## src/rtl/hazard_forward_unit.sv

```systemverilog
// Hazard/forwarding controller: shadow pipeline of post-EX destinations, ALU operand
// forwarding selects, load-use stall and taken-branch flush. Optional HAZ_PERF_CNT_EN adds counters.
module hazard_forward_unit #(
    parameter int REG_ADDR_W = 5,
    parameter int ZERO_REG   = 31,
    parameter int FWD_STAGES = 2,
    parameter int LOAD_LAT   = 1,
    parameter int SEL_W      = $clog2(FWD_STAGES + 1)
) (
    input  logic                  clk,
    input  logic                  rst,
    input  logic                  id_valid,
    input  logic [REG_ADDR_W-1:0] id_rn,
    input  logic [REG_ADDR_W-1:0] id_rm,
    input  logic                  id_uses_rn,
    input  logic                  id_uses_rm,
    input  logic [REG_ADDR_W-1:0] ex_rn,
    input  logic [REG_ADDR_W-1:0] ex_rm,
    input  logic                  ex_wr_en,
    input  logic [REG_ADDR_W-1:0] ex_rd,
    input  logic                  ex_is_load,
    input  logic                  br_taken,
    output logic [SEL_W-1:0]      fwd_a,
    output logic [SEL_W-1:0]      fwd_b,
    output logic                  stall_if,
    output logic                  bubble_ex,
    output logic                  flush_if_id
`ifdef HAZ_PERF_CNT_EN
    ,
    output logic [31:0]           stall_cycles,
    output logic [31:0]           flush_cycles
`endif
);

    localparam int CNT_W = $clog2(LOAD_LAT + 1);
    localparam logic [REG_ADDR_W-1:0] ZERO = REG_ADDR_W'(ZERO_REG);

    logic                  sh_wr [FWD_STAGES];
    logic [REG_ADDR_W-1:0] sh_rd [FWD_STAGES];
    logic                  sh_ld [FWD_STAGES];
    logic [CNT_W-1:0]      stall_cnt;

    logic             hit;
    logic             busy;
    logic [SEL_W-1:0] sel_a;
    logic [SEL_W-1:0] sel_b;

    assign busy = (stall_cnt != '0);
    assign hit  = ex_is_load & ex_wr_en & (ex_rd != ZERO) & id_valid &
                  ((id_uses_rn & (id_rn == ex_rd)) | (id_uses_rm & (id_rm == ex_rd)));

    // Scan oldest to youngest so the youngest eligible stage overwrites the select.
    // A load only becomes forwardable once its data has left memory.
    always_comb begin
        sel_a = '0;
        sel_b = '0;
        for (int k = FWD_STAGES; k >= 1; k--) begin
            if (sh_wr[k-1] && (sh_rd[k-1] != ZERO) && (!sh_ld[k-1] || (k >= LOAD_LAT + 1))) begin
                if (sh_rd[k-1] == ex_rn) sel_a = SEL_W'(k);
                if (sh_rd[k-1] == ex_rm) sel_b = SEL_W'(k);
            end
        end
    end

    assign fwd_a       = rst ? '0 : sel_a;
    assign fwd_b       = rst ? '0 : sel_b;
    assign stall_if    = ~rst & ~br_taken & (hit | busy);
    assign bubble_ex   = ~rst & (br_taken | hit | busy);
    assign flush_if_id = ~rst & br_taken;

    // The shadow shifts even while stalling: the bubble enters EX, older work keeps moving.
    always_ff @(posedge clk) begin
        if (rst) begin
            for (int k = 0; k < FWD_STAGES; k++) begin
                sh_wr[k] <= 1'b0;
                sh_rd[k] <= '0;
                sh_ld[k] <= 1'b0;
            end
            stall_cnt <= '0;
        end else begin
            sh_wr[0] <= ex_wr_en;
            sh_rd[0] <= ex_rd;
            sh_ld[0] <= ex_is_load;
            for (int k = 1; k < FWD_STAGES; k++) begin
                sh_wr[k] <= sh_wr[k-1];
                sh_rd[k] <= sh_rd[k-1];
                sh_ld[k] <= sh_ld[k-1];
            end
            if (br_taken) begin
                stall_cnt <= '0;
            end else if (hit && !busy) begin
                stall_cnt <= CNT_W'(LOAD_LAT - 1);
            end else if (busy) begin
                stall_cnt <= stall_cnt - 1'b1;
            end
        end
    end

`ifdef HAZ_PERF_CNT_EN
    always_ff @(posedge clk) begin
        if (rst) begin
            stall_cycles <= '0;
            flush_cycles <= '0;
        end else begin
            if (stall_if && (stall_cycles != 32'hFFFF_FFFF)) stall_cycles <= stall_cycles + 32'd1;
            if (flush_if_id && (flush_cycles != 32'hFFFF_FFFF)) flush_cycles <= flush_cycles + 32'd1;
        end
    end
`endif

endmodule

```

## config.mk

```make
export PLATFORM = sky130hd
export DESIGN_NAME = hazard_forward_unit
export DESIGN_NICKNAME = d
export VERILOG_FILES = /design/src/rtl/hazard_forward_unit.sv
export SDC_FILE = /design/constraint.sdc
export NUM_CORES = 1
export LEC_CHECK = 0
export CAP_MARGIN = 20
export CORE_MARGIN = 3
export CORE_UTILIZATION = 40
export CTS_CLUSTER_SIZE = 10
export DETAILED_ROUTE_END_ITERATION = 8
export GPL_TIMING_DRIVEN = 0
export PLACE_DENSITY = 0.8
export SLEW_MARGIN = 5
export SYNTH_ARGS = -nofsm -noshare
export SYNTH_HDL_FRONTEND = slang
export SYNTH_SLANG_ARGS = --single-unit
```

## constraint.sdc

```tcl
create_clock -name clk -period 2.1 [get_ports clk]
set_input_delay 0.315 -clock clk [delete_from_list [all_inputs] [get_ports clk]]
set_output_delay 0.315 -clock clk [all_outputs]
set_load 0.01 [all_outputs]
```

# == Word level (Yosys, flattened, before mapping) ==
# Memory sizes are Yosys's and may differ from the RTL's.
# Index checks and enable logic that the tools add are counted.
# word_totals
mem_bits_rw,14
regBits,1
in_bits,33
elab_cells,63
memories,3
# memory_table
name,words,word_bits,read_ports,rd_clocked_by_memory_dff,wr,line,text
sh_rd,2,5,2,0,2,39,logic [REG_ADDR_W-1:0] sh_rd [FWD_STAGES];
sh_ld,2,1,1,0,2,40,logic sh_ld [FWD_STAGES];
sh_wr,2,1,2,0,2,38,logic sh_wr [FWD_STAGES];
# op_classes
eq_ne,9
bitwise_logic,23
addsub,1
n_reduce_logical,7
mux,19
# op_table
cell,count
5-bit equality test,6
2-bit 2-to-1 mux,10
5-bit != test (second input constant),3
1-bit AND,10
5-bit 2-to-1 mux,2
1-bit bitwise OR,10
1-bit 2-to-1 mux,7
1-bit logical AND,4
4-bit OR reduction,1
1-bit inverter,3
1-bit logical NOT,2
1-bit subtractor (second input constant),1

# == Longest topological paths before layout ==
# depth
word_depth,7
mapped_depth,4

# == Worst setup path before layout ==
# No wires, ideal clock.
# synth_timing
path_kind,register to output
from,memory sh_rd[0][2]
to,output fwd_a[0]
path_slack_ns,0.388
arrival_ns,1.397
path_stages_with_launch,5
path_cell_list,dfxtp_1 and3_1 a311o_1 nor4_2 nor2b_1
# synth_rtl
element,line,text
from (decl),39,
to (decl),23,"output logic [SEL_W-1:0] fwd_a,"

==> results.sh <==
export IMPL_worstHoldPathCells=2
export IMPL_seq_area_frac_synth_pct=33.1
export IMPL_nets=178
export IMPL_core_area_um2=1980
export IMPL_maxCapViolations=0
export IMPL_yosys_area_share_simple_pct=28.2
export IMPL_ctsHoldBuffers=0
export IMPL_overflow=0
export IMPL_io_buffers=39
export IMPL_clk_path_buf_depth=2
export IMPL_rsz0062_at_grt="true"
export IMPL_final_cell_mix="27 x clkdlybuf4s50_1, 21 x xor2_1, 13 x nor2b_1"
export IMPL_finalCritPeriodShare_pct=99.5
export IMPL_power_uw=600
export IMPL_syn_num_nets=127
export IMPL_syn2layout_area_growth_pct=60.1
export IMPL_routed_wirelength_um=2130
export IMPL_grt_start_max_net_pins=11
export IMPL_hold_violations=0
export IMPL_drtIter0Drc=4
export IMPL_fin_skew_ps=0.580
export IMPL_busiest_layer="met2"
export IMPL_grt_antenna_before_repair=0
export IMPL_dp_hpwl_um=1670
export IMPL_hold_class="flop to flop"
export IMPL_holdWs_ps=448
export IMPL_vias=811
export IMPL_synthMuxAreaShare_pct=0
export IMPL_ant_nets=0
export IMPL_die_area_um2=2710
export IMPL_peakVddDrop_v=0.000264
export IMPL_status="complete, no violations"
export IMPL_drt_drc_violations_left=0
export IMPL_synth_area_um2=847
export IMPL_wl_per_cell_um=12.5
export IMPL_die_w_um=52.0
export IMPL_crit_type="flop to output pin"
export IMPL_synthXorXnorAreaFrac_pct=31.0
export IMPL_firstDrtPassIters=4
export IMPL_placed_cell_area_um2=1270
export IMPL_cts_sinks=14
export IMPL_maxSlewViolCount=0
export IMPL_synth_cell_types=25
export IMPL_cts_clk_slew_worst_paths_ps=70
export IMPL_die_height_um=52.0
export IMPL_drive_gt1_share_pct=19.6
export IMPL_via_per_inst=4.77
export IMPL_fin_crit_ps=2090
export IMPL_critical_path_startpoint_type="flop"
export IMPL_endpoint_kind="output pin"
export IMPL_yosys_area_share_adder_pct=0
export IMPL_start_util_pct=42.7
export IMPL_setup_violations_final=0
export IMPL_max_freq_mhz=478
export IMPL_fin_cells=170
export IMPL_rows=16
export IMPL_gr_usage_met2_pct=31.2
export IMPL_diodes=0
export IMPL_final_common_cell="clkdlybuf4s50_1"
export IMPL_clkLatencyLatePin_ps=260
export IMPL_synth_compound_area_share_pct=5.91
export IMPL_reg2reg_depth=2
export IMPL_grtUsageTotal_pct=16.3
export IMPL_ys_ff_latch=14
export IMPL_required_ps=1780
export IMPL_final_util_pct=68.4
export IMPL_globalplace_congestion=0.772
export IMPL_avgSynthCellArea_um2=9.01
export IMPL_grt_pass1_vias=825
export IMPL_cts_buffers=3
export IMPL_grt_pass1_wl_um=3340
export IMPL_htree_levels=1
export IMPL_cts_tree="built"
export IMPL_use_met1_pct=17.5
export IMPL_synth_top_family_by_area="XOR/XNOR gates"
export IMPL_cp_max_fo=3
export IMPL_fin_area_um2=1360
export IMPL_crit_arrival_ps=1780
export IMPL_pin_count=40
export IMPL_dp_cells=160
export IMPL_powerDensity_nw_per_um2=442
export IMPL_yosysWarnings=0
export IMPL_syn_inst=94
export IMPL_use_met3_pct=2.58
export IMPL_clock_root_buffer="clkbuf_4"
export IMPL_leakagePower_nw=0.554
per-stage QoR:
stage	setup TNS (ps)	setup WS, ps
global placement	-1560	-401
floorplan	0	388
finish	0	9.86
CTS	-79.1	-79.1
global route	-130	-87.6
detailed placement	-1640	-402
sequential cells by signal, summed over array words and instances, names as in the netlist:
| name | count |
|---|---|
| sh_wr | 2 |
| sh_ld | 1 |
| sh_rd | 10 |
| busy | 1 |
kinds of logic (layout without fill, tap and decap cells):
group / count (synthesis) / after routing
AO/OA/AOI/OAI: 7 / 7
AND/OR/NAND/NOR: 39 / 39
other: 1 / 1
buffers and inverters: 3 / 52
flip-flops: 14 / 14
XOR/XNOR: 30 / 30
area by class of cell:
cell class,instances,area (um^2)
tap,27,33.8
timing repair buffer,46,405
buffer,2,8.76
clock buffer,3,22.5
fill,154,626
multi-input combinational,77,593
inverter,1,3.75
sequential,14,289
cells in the mapped netlist:
master	instances	area, um^2
nor4_2	2	25.0
dfxtp_1	14	280
nand3b_1	1	7.51
nand2b_1	1	6.26
o21ai_1	2	10.0
and3_1	3	18.8
xnor2_1	9	78.8
nor2_1	3	11.3
a31oi_1	1	6.26
a32oi_1	1	8.76
o21bai_1	1	7.51
and3b_1	1	8.76
nand4b_1	1	8.76
nand3_1	4	20.0
xor2_1	21	184
clkbuf_1	2	7.51
a311o_1	1	10.0
nor3_1	3	15.0
nor4_1	2	12.5
nor2b_1	14	87.6
a211oi_1	1	7.51
conb_1	1	3.75
inv_1	1	3.75
nand2_1	3	11.3
and2_1	1	6.26
worst max-delay path, cell delays in order (launching register included):
cell and delay, ps:
dfxtp_2 330, and3_4 170, a311o_1 370, nor4_4 310
nor2b_2 190, buf_2 140
worst paths after layout:
| check | from | endpoint | slack, ps |
|---|---|---|---|
| worst min register to register | sh_wr[0][0]$_SDFF_PP0_ | sh_wr[0][1]$_SDFF_PP0_ | 450 |
| worst max register to register | sh_rd[0][0]$_SDFF_PP0_ | sh_rd[0][5]$_SDFF_PP0_ | 1390 |
| worst min-delay path | sh_wr[0][0]$_SDFF_PP0_ | sh_wr[0][1]$_SDFF_PP0_ | 450 |
| worst max-delay path | sh_rd[0][2]$_SDFF_PP0_ | fwd_a[0] | 10 |
metal layers:
layer	vias up	part of all wire [%]	routed length [um]
met5	-	0	0
met4	0	0	0
met1	355	39	838
met3	0	8.0	171
met2	41	53	1120
li1	415	-	-
report_power, final:
part	internal, mW	switching [mW]	total, mW	leakage (nW)
logic	0.103	0.0697	0.173	0.423
registers	0.277	0.0109	0.288	0.117
clock network	0.0662	0.0724	0.139	0.0138
repair_timing:
action | CTS | global route
buffers inserted | 2 | 7
pin swaps | 6 | 6
gates resized for setup | 18 | 24
endpoints found under the setup margin | 6 | 7
Power figures use the tool's default switching activity.
